$ cat src/rtl/regbus_reader_pkg.sv
// Shared definitions for the register-bus read/write controllers:
// controller state encoding and default bus geometry.
package regbus_reader_pkg;

   localparam int DW_DEFAULT = 32;
   localparam int AW_DEFAULT = 5;

   typedef enum logic [1:0] {
      ST_IDLE  = 2'd0,
      ST_DRIVE = 2'd1,
      ST_RESP  = 2'd2,
      ST_TURN  = 2'd3
   } bus_state_t;

endpackage

$ cat src/rtl/onehot_decoder.sv
// Index-to-one-hot decoder; output is all zero when disabled or when the
// index does not name one of the NREG outputs.
module onehot_decoder
   import regbus_reader_pkg::*;
#(
   parameter int NREG = 32,
   parameter int AW   = AW_DEFAULT
) (
   input  logic [AW-1:0]   idx,
   input  logic            en,
   output logic [NREG-1:0] onehot
);

   for (genvar gi = 0; gi < NREG; gi++) begin : g_bit
      assign onehot[gi] = en && (idx == AW'(gi));
   end

endmodule

$ cat src/rtl/regbus_reader.sv
// Read controller for a bank of tristate registers on one shared bus:
// one-hot output enable, settle window, sampled response, bus turnaround gap.
module regbus_reader
   import regbus_reader_pkg::*;
#(
   parameter int NREG   = 32,
   parameter int AW     = AW_DEFAULT,
   parameter int DW     = DW_DEFAULT,
   parameter int SETTLE = 1,
   parameter int TURN   = 1
) (
   input  logic            clk,
   input  logic            clr,
   input  logic            req_valid,
   output logic            req_ready,
   input  logic [AW-1:0]   req_addr,
   output logic [NREG-1:0] oe,
   input  logic [DW-1:0]   bus,
   output logic            rsp_valid,
   input  logic            rsp_ready,
   output logic [DW-1:0]   rsp_data,
   output logic            rsp_err
);

   localparam int SW = (SETTLE > 1) ? $clog2(SETTLE) : 1;
   localparam int TW = (TURN > 0) ? $clog2(TURN + 1) : 1;

   bus_state_t      state, state_next;
   logic [NREG-1:0] oe_reg, oe_next;
   logic [NREG-1:0] dec;
   logic [SW-1:0]   settle_cnt, settle_next;
   logic [TW-1:0]   turn_cnt, turn_next;
   logic [DW-1:0]   data_reg, data_next;
   logic            err_reg, err_next;
   logic            valid_reg, valid_next;
   logic            accept;

   assign accept = req_valid && (state == ST_IDLE);

   // An out-of-range address decodes to all zero, which doubles as the range check.
   onehot_decoder #(
      .NREG (NREG),
      .AW   (AW)
   ) u_dec (
      .idx    (req_addr),
      .en     (accept),
      .onehot (dec)
   );

   always_ff @(posedge clk or posedge clr) begin
      if (clr) begin
         state      <= ST_IDLE;
         oe_reg     <= '0;
         settle_cnt <= '0;
         turn_cnt   <= '0;
         data_reg   <= '0;
         err_reg    <= 1'b0;
         valid_reg  <= 1'b0;
      end else begin
         state      <= state_next;
         oe_reg     <= oe_next;
         settle_cnt <= settle_next;
         turn_cnt   <= turn_next;
         data_reg   <= data_next;
         err_reg    <= err_next;
         valid_reg  <= valid_next;
      end
   end

   always_comb begin
      state_next  = state;
      oe_next     = oe_reg;
      settle_next = settle_cnt;
      turn_next   = turn_cnt;
      data_next   = data_reg;
      err_next    = err_reg;
      valid_next  = valid_reg;

      case (state)
         ST_IDLE: begin
            if (accept) begin
               if (|dec) begin
                  oe_next     = dec;
                  settle_next = SW'(SETTLE - 1);
                  state_next  = ST_DRIVE;
               end else begin
                  // Error responses never touch the bus, so no turnaround is owed.
                  data_next  = '0;
                  err_next   = 1'b1;
                  valid_next = 1'b1;
                  turn_next  = '0;
                  state_next = ST_RESP;
               end
            end
         end
         ST_DRIVE: begin
            if (settle_cnt == '0) begin
               data_next  = bus;
               err_next   = 1'b0;
               valid_next = 1'b1;
               oe_next    = '0;
               turn_next  = TW'(TURN);
               state_next = ST_RESP;
            end else begin
               settle_next = settle_cnt - SW'(1);
            end
         end
         ST_RESP: begin
            // The turnaround gap runs down while the consumer is still busy.
            if (turn_cnt != '0) begin
               turn_next = turn_cnt - TW'(1);
            end
            if (rsp_ready) begin
               valid_next = 1'b0;
               state_next = (turn_cnt <= TW'(1)) ? ST_IDLE : ST_TURN;
            end
         end
         ST_TURN: begin
            if (turn_cnt != '0) begin
               turn_next = turn_cnt - TW'(1);
            end
            if (turn_cnt <= TW'(1)) begin
               state_next = ST_IDLE;
            end
         end
         default: begin
            state_next = ST_IDLE;
         end
      endcase
   end

   assign req_ready = (state == ST_IDLE);
   assign oe        = oe_reg;
   assign rsp_valid = valid_reg;
   assign rsp_data  = data_reg;
   assign rsp_err   = err_reg;

endmodule

$ cat config.mk
export PLATFORM = sky130hd
export DESIGN_NAME = regbus_reader
export DESIGN_NICKNAME = d
export VERILOG_FILES = /design/src/rtl/regbus_reader_pkg.sv /design/src/rtl/onehot_decoder.sv /design/src/rtl/regbus_reader.sv
export SDC_FILE = /design/constraint.sdc
export NUM_CORES = 1
export LEC_CHECK = 0
export CAP_MARGIN = 20
export CORE_UTILIZATION = 45
export DETAILED_ROUTE_END_ITERATION = 10
export GPL_ROUTABILITY_DRIVEN = 1
export GPL_TIMING_DRIVEN = 0
export PLACE_DENSITY = 0.81
export SLEW_MARGIN = 20
export SYNTH_ARGS = -nofsm -noshare
export SYNTH_HDL_FRONTEND = slang
export SYNTH_HIERARCHICAL = 1
export SYNTH_SLANG_ARGS = --single-unit
$ cat constraint.sdc
create_clock -name clk -period 6.05 [get_ports clk]
set_clock_uncertainty 0.05 [all_clocks]
set_input_delay 0.605 -clock clk [delete_from_list [all_inputs] [get_ports clk]]
set_output_delay 0.605 -clock clk [all_outputs]
set_load 0.02 [all_outputs]
==> flow_summary.yaml, run 1 <==
global_routing:
  grt_max_degree: 39
  grt_pass1_wl_mm: 13.0
  grt_usage_pct: 22.7
  use_met3_pct: 3.50
  use_met2_pct: 33.7
  grt-busiest-layer: "met2"
  met1_usage_pct: 33.5
  grt_pass1_vias: 2666
  antenna_found_initial: 0
  grt-ovfl-total: 0
timing:
  period_needed_ns: 3.28
  rsz0062_at_grt: "false"
  final-max-slew-violation-count: 0
  fmax_mhz: 305
  final_hold_viol_count: 0
  setup_tns_ns: 0
  layout_worst_path_cycle_share_pct: 54.2
  slew_headroom_pct: 65.7
  whs_ns: 0.450
  tightest_slew_ns: 0.513
  setup_viol: 0
yosys:
  syn_inst: 294
  ys_warn_count: 6
  ys_async_sr_fraction_pct: 100
  ys_seq_area_share_pct: 54.5
  synth_cell_types: 29
  netlist_area_um2: 3120
  yosys-top-cells-count: "68 x dfrtp_1, 36 x nor2_1, 34 x nand2b_1"
  synth_top_area_share_pct: 54.5
  ys_seq_elements: 68
  yosysTopAreaCell: "dfrtp_1"
  ys_top_cells_by_area: "dfrtp_1 55%, a22o_1 9.0%, a22oi_1 7.7%"
  synthFlopType: "dfrtp_1"
  syn_avg_cell_area_um2: 10.6
  yosys.cell_count.top_type: "dfrtp_1"
  synth_edf_count: 0
  syn_nets: 335
setup_path:
  cp.arrival_ns: 3.47
  reg2reg_depth: 10
  r2r-start: "state[0]"
  endpoint_kind: "flip-flop"
  cp-start-kind: "input port"
  crit_path_max_fanout: 17
  required_ns: 6.24
  worstSetupPathType: "input port to flip-flop"
  rrSetupSlack_ns: 2.84
  reg2reg_to: "rsp_data[13]"
clock_tree:
  holdBufCountCts: 0
  cts_setup_buffers: 0
  cts_resized: 0
  cts_tree: "done"
  clk_pin_slew_worst_paths_ns: 0.07
  clock-sinks: 68
  numCtsBuffers: 9
  h-tree-depth: 3
  ctsRootBufferMaster: "clkbuf_8"
  cts.path.max_buffers: 2
  clkLatencyLatePin_ns: 0.32
drt:
  routed_via_density: 5.63
  vias: 2779
  antenna_left: 0
  post-route-drc-count: 0
  totalWireLength_mm: 7.87
  drt_iter0_markers: 181
  firstDrtPassIters: 4
  wl_per_cell_um: 15.9
pwr:
  powerDensity_nw_per_um2: 424
  p_leak_nw: 1.85
  ir_drop_v: 0.000298
cells_and_area:
  diodes: 0
  syn_to_final_growth_pct: 43.5
  finalInstanceArea_um2: 4480
  multi_input_area_um2: 1290
  fin_nets: 454
  regArea_um2: 1700
  final_util_pct: 68.6
  drive_gt1_share_pct: 6.47
  nFillCells: 504
floorplanning:
  die_area_um2: 7270
  core_area_um2: 6530
  chipHeight_um: 85.3
  die_x_um: 85.3
  initial_utilization_pct: 47.8
  io_pins: 108
  row_count: 29
hold_path:
  holdCritStartpoint: "oe[3]"
  holdPathStages: 1
  hold-path-endpoint: "oe[3]"
  hp-class: "flip-flop to flip-flop"
place:
  io_buffers: 107
  routabilityCongestion: 0.893
  dp_hpwl_mm: 5.75
  place_area_um2: 4310
run_status:
  status: "finished, final reports clean"
job:
  cap_violations: 0
-- cell usage in the layout (no fill, tap or decap), types with 2 or more instances in the layout --
cell,synthesis,final
clkdlybuf4s50_1,0,107
dfrtp_1,68,68
nor2_1,36,36
nand2b_1,34,34
a22oi_1,32,32
o21ai_0,32,32
a22o_1,32,32
clkbuf_1,18,20
clkbuf_8,0,11
nor4_1,8,8
nand4_1,3,3
buf_6,3,3
nand4bb_1,3,3
nand4b_1,3,3
buf_2,2,2
nor2b_1,2,2
clkbuf_2,2,2
inv_1,3,2
clkinv_2,0,2
-- routing by layer --
layer	wire length, um	part of all wire, %	vias up
li1	-	-	1318
met1	3720	47	1358
met2	3600	46	89
met3	376	4.8	14
met4	171	2.2	0
met5	0	0	-
-- stage by stage --
step / std cells / worst slack (ns) / power [W]
final: 494 / 2.77 / 0.00190
after global routing: 494 / 2.51 / 0.00202
after CTS: 494 / 2.80 / 0.00191
after detailed placement: 479 / 2.47 / 0.00158
after global placement: 478 / 2.51 / 0.00156
after floorplan: 294 / 3.34 / 0.00118
-- how the worst max path moves through the flow --
stage | cells after the start | to | slack, ns | start
finish | 10 | rsp_data[13] | 2.77 | req_valid
global route | 10 | rsp_data[18] | 2.51 | req_valid
CTS | 10 | rsp_data[13] | 2.80 | req_valid
detailed placement | 10 | rsp_data[16] | 2.47 | req_valid
global placement | 10 | oe[5] | 2.51 | req_valid
floorplan | 10 | oe[0] | 3.34 | state[0]
-- cell type report --
class	instances	area share, %
flip-flops and latches	68	38.0
multi-input cells	198	28.7
repair buffers	108	24.4
clock buffers	13	3.55
plain buffers	25	2.71
well taps	77	2.15
inverters	3	0.307
clock inverters	2	0.223
-- power breakdown --
part | total (W) | switching, W | leakage [nW] | internal, W
Sequential | 0.000702 | 0.000107 | 0.919 | 0.000595
Combinational | 0.000874 | 0.000460 | 0.842 | 0.000413
Clock | 0.000324 | 0.000156 | 0.0893 | 0.000168
-- cells by family (layout without fill, tap and decap cells) --
logic type             after synthesis  count (layout)  synth area share (%)
AND/OR/NAND/NOR                     96              96                  17.5
buffers and inverters               28             151                  4.25
AO/OA/AOI/OAI                      102             102                  23.8
flip-flops                          68              68                  54.5
-- critical path: stages --
cell,delay [ns]
clkdlybuf4s50_1,0.49
nor3b_2,0.46
buf_2,0.40
or4b_4,0.53
nor2_1,0.18
nor4_1,0.08
nand4_1,0.18
nor2_2,0.13
clkbuf_2,0.20
o21ai_0,0.21
No activity file was read; power rests on OpenSTA's default activity.
==> inputs of run 2 (changes only) <==
--- a/config.mk
+++ b/config.mk
@@ -6,11 +6,11 @@
 export NUM_CORES = 1
 export LEC_CHECK = 0
 export CAP_MARGIN = 20
-export CORE_UTILIZATION = 45
+export CORE_UTILIZATION = 41
 export DETAILED_ROUTE_END_ITERATION = 10
 export GPL_ROUTABILITY_DRIVEN = 1
 export GPL_TIMING_DRIVEN = 0
-export PLACE_DENSITY = 0.81
+export PLACE_DENSITY = 0.77
 export SLEW_MARGIN = 20
 export SYNTH_ARGS = -nofsm -noshare
 export SYNTH_HDL_FRONTEND = slang
==> constraint.sdc (replaced) <==
create_clock -name clk -period 2.8 [get_ports clk]
set_clock_uncertainty 0.05 [all_clocks]
set_input_delay 0.28 -clock clk [delete_from_list [all_inputs] [get_ports clk]]
set_output_delay 0.28 -clock clk [all_outputs]
set_load 0.02 [all_outputs]
==> run 2 against run 1 <==
Combinational power rose by 120%. Flip-flop and latch count stayed put. Largest power group unchanged. Setup slack got worse by 2.6 ns. Global-route usage is 0.53 points lower. Final cell count grew 5.9%. Via count grew 0.76%. Critical path depth up 1. Routed wire length grew 8.2%. Total power increased by 130%. Hold slack lost 0.26 ns. Sequential share of layout area fell by 1.4 points. Highest routed layer unchanged. Core utilization shrank 4.8 points.
==> flow_summary.yaml, run 2 (same netlist as run 1, synthesis figures left out) <==
cells_and_area:
  fin_nets: 460
  syn_to_final_growth_pct: 48.9
  mostFrequentLayoutCell: "clkdlybuf4s50_1"
  instances_no_fill: 523
  diodes: 0
  finalInstanceArea_um2: 4650
  drive_gt1_share_pct: 9.67
  final_cell_mix: "107 x clkdlybuf4s50_1, 68 x dfrtp_1, 34 x nand2b_1"
  nFillCells: 630
drt:
  vias: 2800
  totalWireLength_mm: 8.52
  post-route-drc-count: 0
  antenna_left: 0
  firstDrtPassIters: 4
  routed_via_density: 5.35
  wl_per_cell_um: 16.3
  drt_iter0_markers: 126
timing:
  final-max-slew-violation-count: 0
  setup_tns_ns: 0
  fmax_mhz: 378
  period_needed_ns: 2.64
  slew_headroom_pct: 67.7
  layout_worst_path_cycle_share_pct: 94.4
  worst_slack_ns: 0.157
  tightest_slew_ns: 0.484
  rsz0062_at_grt: "false"
  final_hold_viol_count: 0
  setup_viol: 0
setup_path:
  cp.arrival_ns: 2.81
  required_ns: 2.97
  crit_top_cell: "buf_6"
  cp-start-kind: "flip-flop"
  endpoint_kind: "flip-flop"
  cpPeakStageDelay_ns: 0.51
  worstSetupPathType: "flip-flop to flip-flop"
  crit_path_max_fanout: 12
  cp_slowest_cell: "or4b_4"
  cp_cell_sequence: "clkbuf_4, nor3b_4, buf_6, or4b_4, nor2_1, nor4_1, nand4_1, buf_4, o31ai_4, buf_6, a22o_1"
place:
  place_area_um2: 4350
  io_buffers: 107
  preCtsSetupSlack_ns: -0.493
  dp_cells: 501
  dp_hpwl_mm: 6.05
  routabilityCongestion: 0.852
clock_tree:
  cts.path.max_buffers: 2
  clock-sinks: 68
  clkLatencyLatePin_ns: 0.34
  h-tree-depth: 3
  cts_tree: "done"
  numCtsBuffers: 9
  clk_pin_slew_worst_paths_ns: 0.08
  ctsRootBufferMaster: "clkbuf_8"
global_routing:
  grt_pass1_wl_mm: 13.3
  grt_pass1_vias: 2766
  antenna_found_initial: 0
  grt_usage_pct: 22.2
  grt_max_degree: 49
  grt-ovfl-total: 0
pwr:
  p_switching_w: 0.00165
  p_sw_share_pct: 37.7
  p_clk_share_pct: 20.6
  powerDensity_nw_per_um2: 941
  p_leak_nw: 1.91
  p_int_w: 0.00273
  fin_total_pwr_w: 0.00437
  ir_drop_v: 0.000312
  combPwrFrac_pct: 44.9
  p_seq_share_pct: 34.5
floorplanning:
  die_area_um2: 7970
  die_x_um: 89.3
  row_count: 31
  initial_utilization_pct: 42.8
  core_area_um2: 7290
  io_pins: 108
  chipHeight_um: 89.3
run_status:
  status: "finished, final reports clean"
job:
  cap_violations: 0
hold_path:
  hp-class: "input port to asynchronous set/reset pin"
[run 2: changes by cell type in the layout (fill, tap and decap cells not counted), moves of 2 or more]
cell       delta
buf_4         +6
clkbuf_1      -3
nor2_1        -3
bufinv_16     +2
clkbuf_8      -2
clkinv_4      +2
nor2_2        +2
o21ai_0       -2
o21ai_1       +2
[run 2: per-layer routing]
metal	up-vias	share of wire, %	global-route usage, %
met3	10	8.8	6.93
li1	1325	-	-
met2	115	45	33.2
met1	1350	44	30.5
met4	0	1.3	7.79
met5	-	0	0
[run 2: area by class of cell]
type	count	area [um2]	share of cell area, %
Buffer	25	131	2.83
Timing Repair Buffer	114	1140	24.6
Multi-Input combinational cell	198	1310	28.2
Clock inverter	7	98.8	2.13
Sequential cell	68	1700	36.6
Tap cell	99	124	2.66
Inverter	3	13.8	0.296
Clock buffer	9	124	2.66
[run 2: worst paths after layout]
kind                            startpoint      endpoint  slack [ns]  cells past startpoint
worst max-delay path              state[0]         oe[4]        0.16                     11
worst min-delay path                   clr  rsp_data[15]        0.19                      2
worst max register to register    state[0]         oe[4]        0.16                     11
worst min register to register       oe[2]         oe[2]        0.45                      1
max in group asynchronous              clr         oe[4]        1.97                      3
min in group clk                     oe[2]         oe[2]        0.45                      1
[run 2: what timing repair did]
item / 4_1_cts / 5_1_grt
setup endpoints to repair: 68 / 62
buffers inserted: 3 / 3
pin swaps: 3 / 3
cloned: 0 / 0
hold buffers: 0 / 0
gates resized for setup: 4 / 9
[run 2: worst max-delay path: cells and delay by family (launching register included)]
kind | cells | cell delay (ns)
DFF | 1 | 0.44
AOI/OAI and AO/OA | 2 | 0.28
and+or+nand+nor | 5 | 1.06
buffers and inverters | 4 | 0.68
[run 2: power groups by stage]
stage          Combinational [W]  Clock (W)  Sequential, W
2_1_floorplan           0.000685          0        0.00186
3_3_place_gp             0.00186          0        0.00151
3_5_place_dp             0.00192          0        0.00153
4_1_cts                  0.00196   0.000919        0.00151
5_1_grt                  0.00213   0.000963        0.00154
6_report                 0.00196   0.000900        0.00151
[run 2: through the flow]
step	utilization [%]	hold slack, ns
floorplan	-	0.384
global route	63.8	0.226
CTS	63.2	0.187
detailed placement	59.6	0.431
finish	63.8	0.190
global placement	59.2	0.436
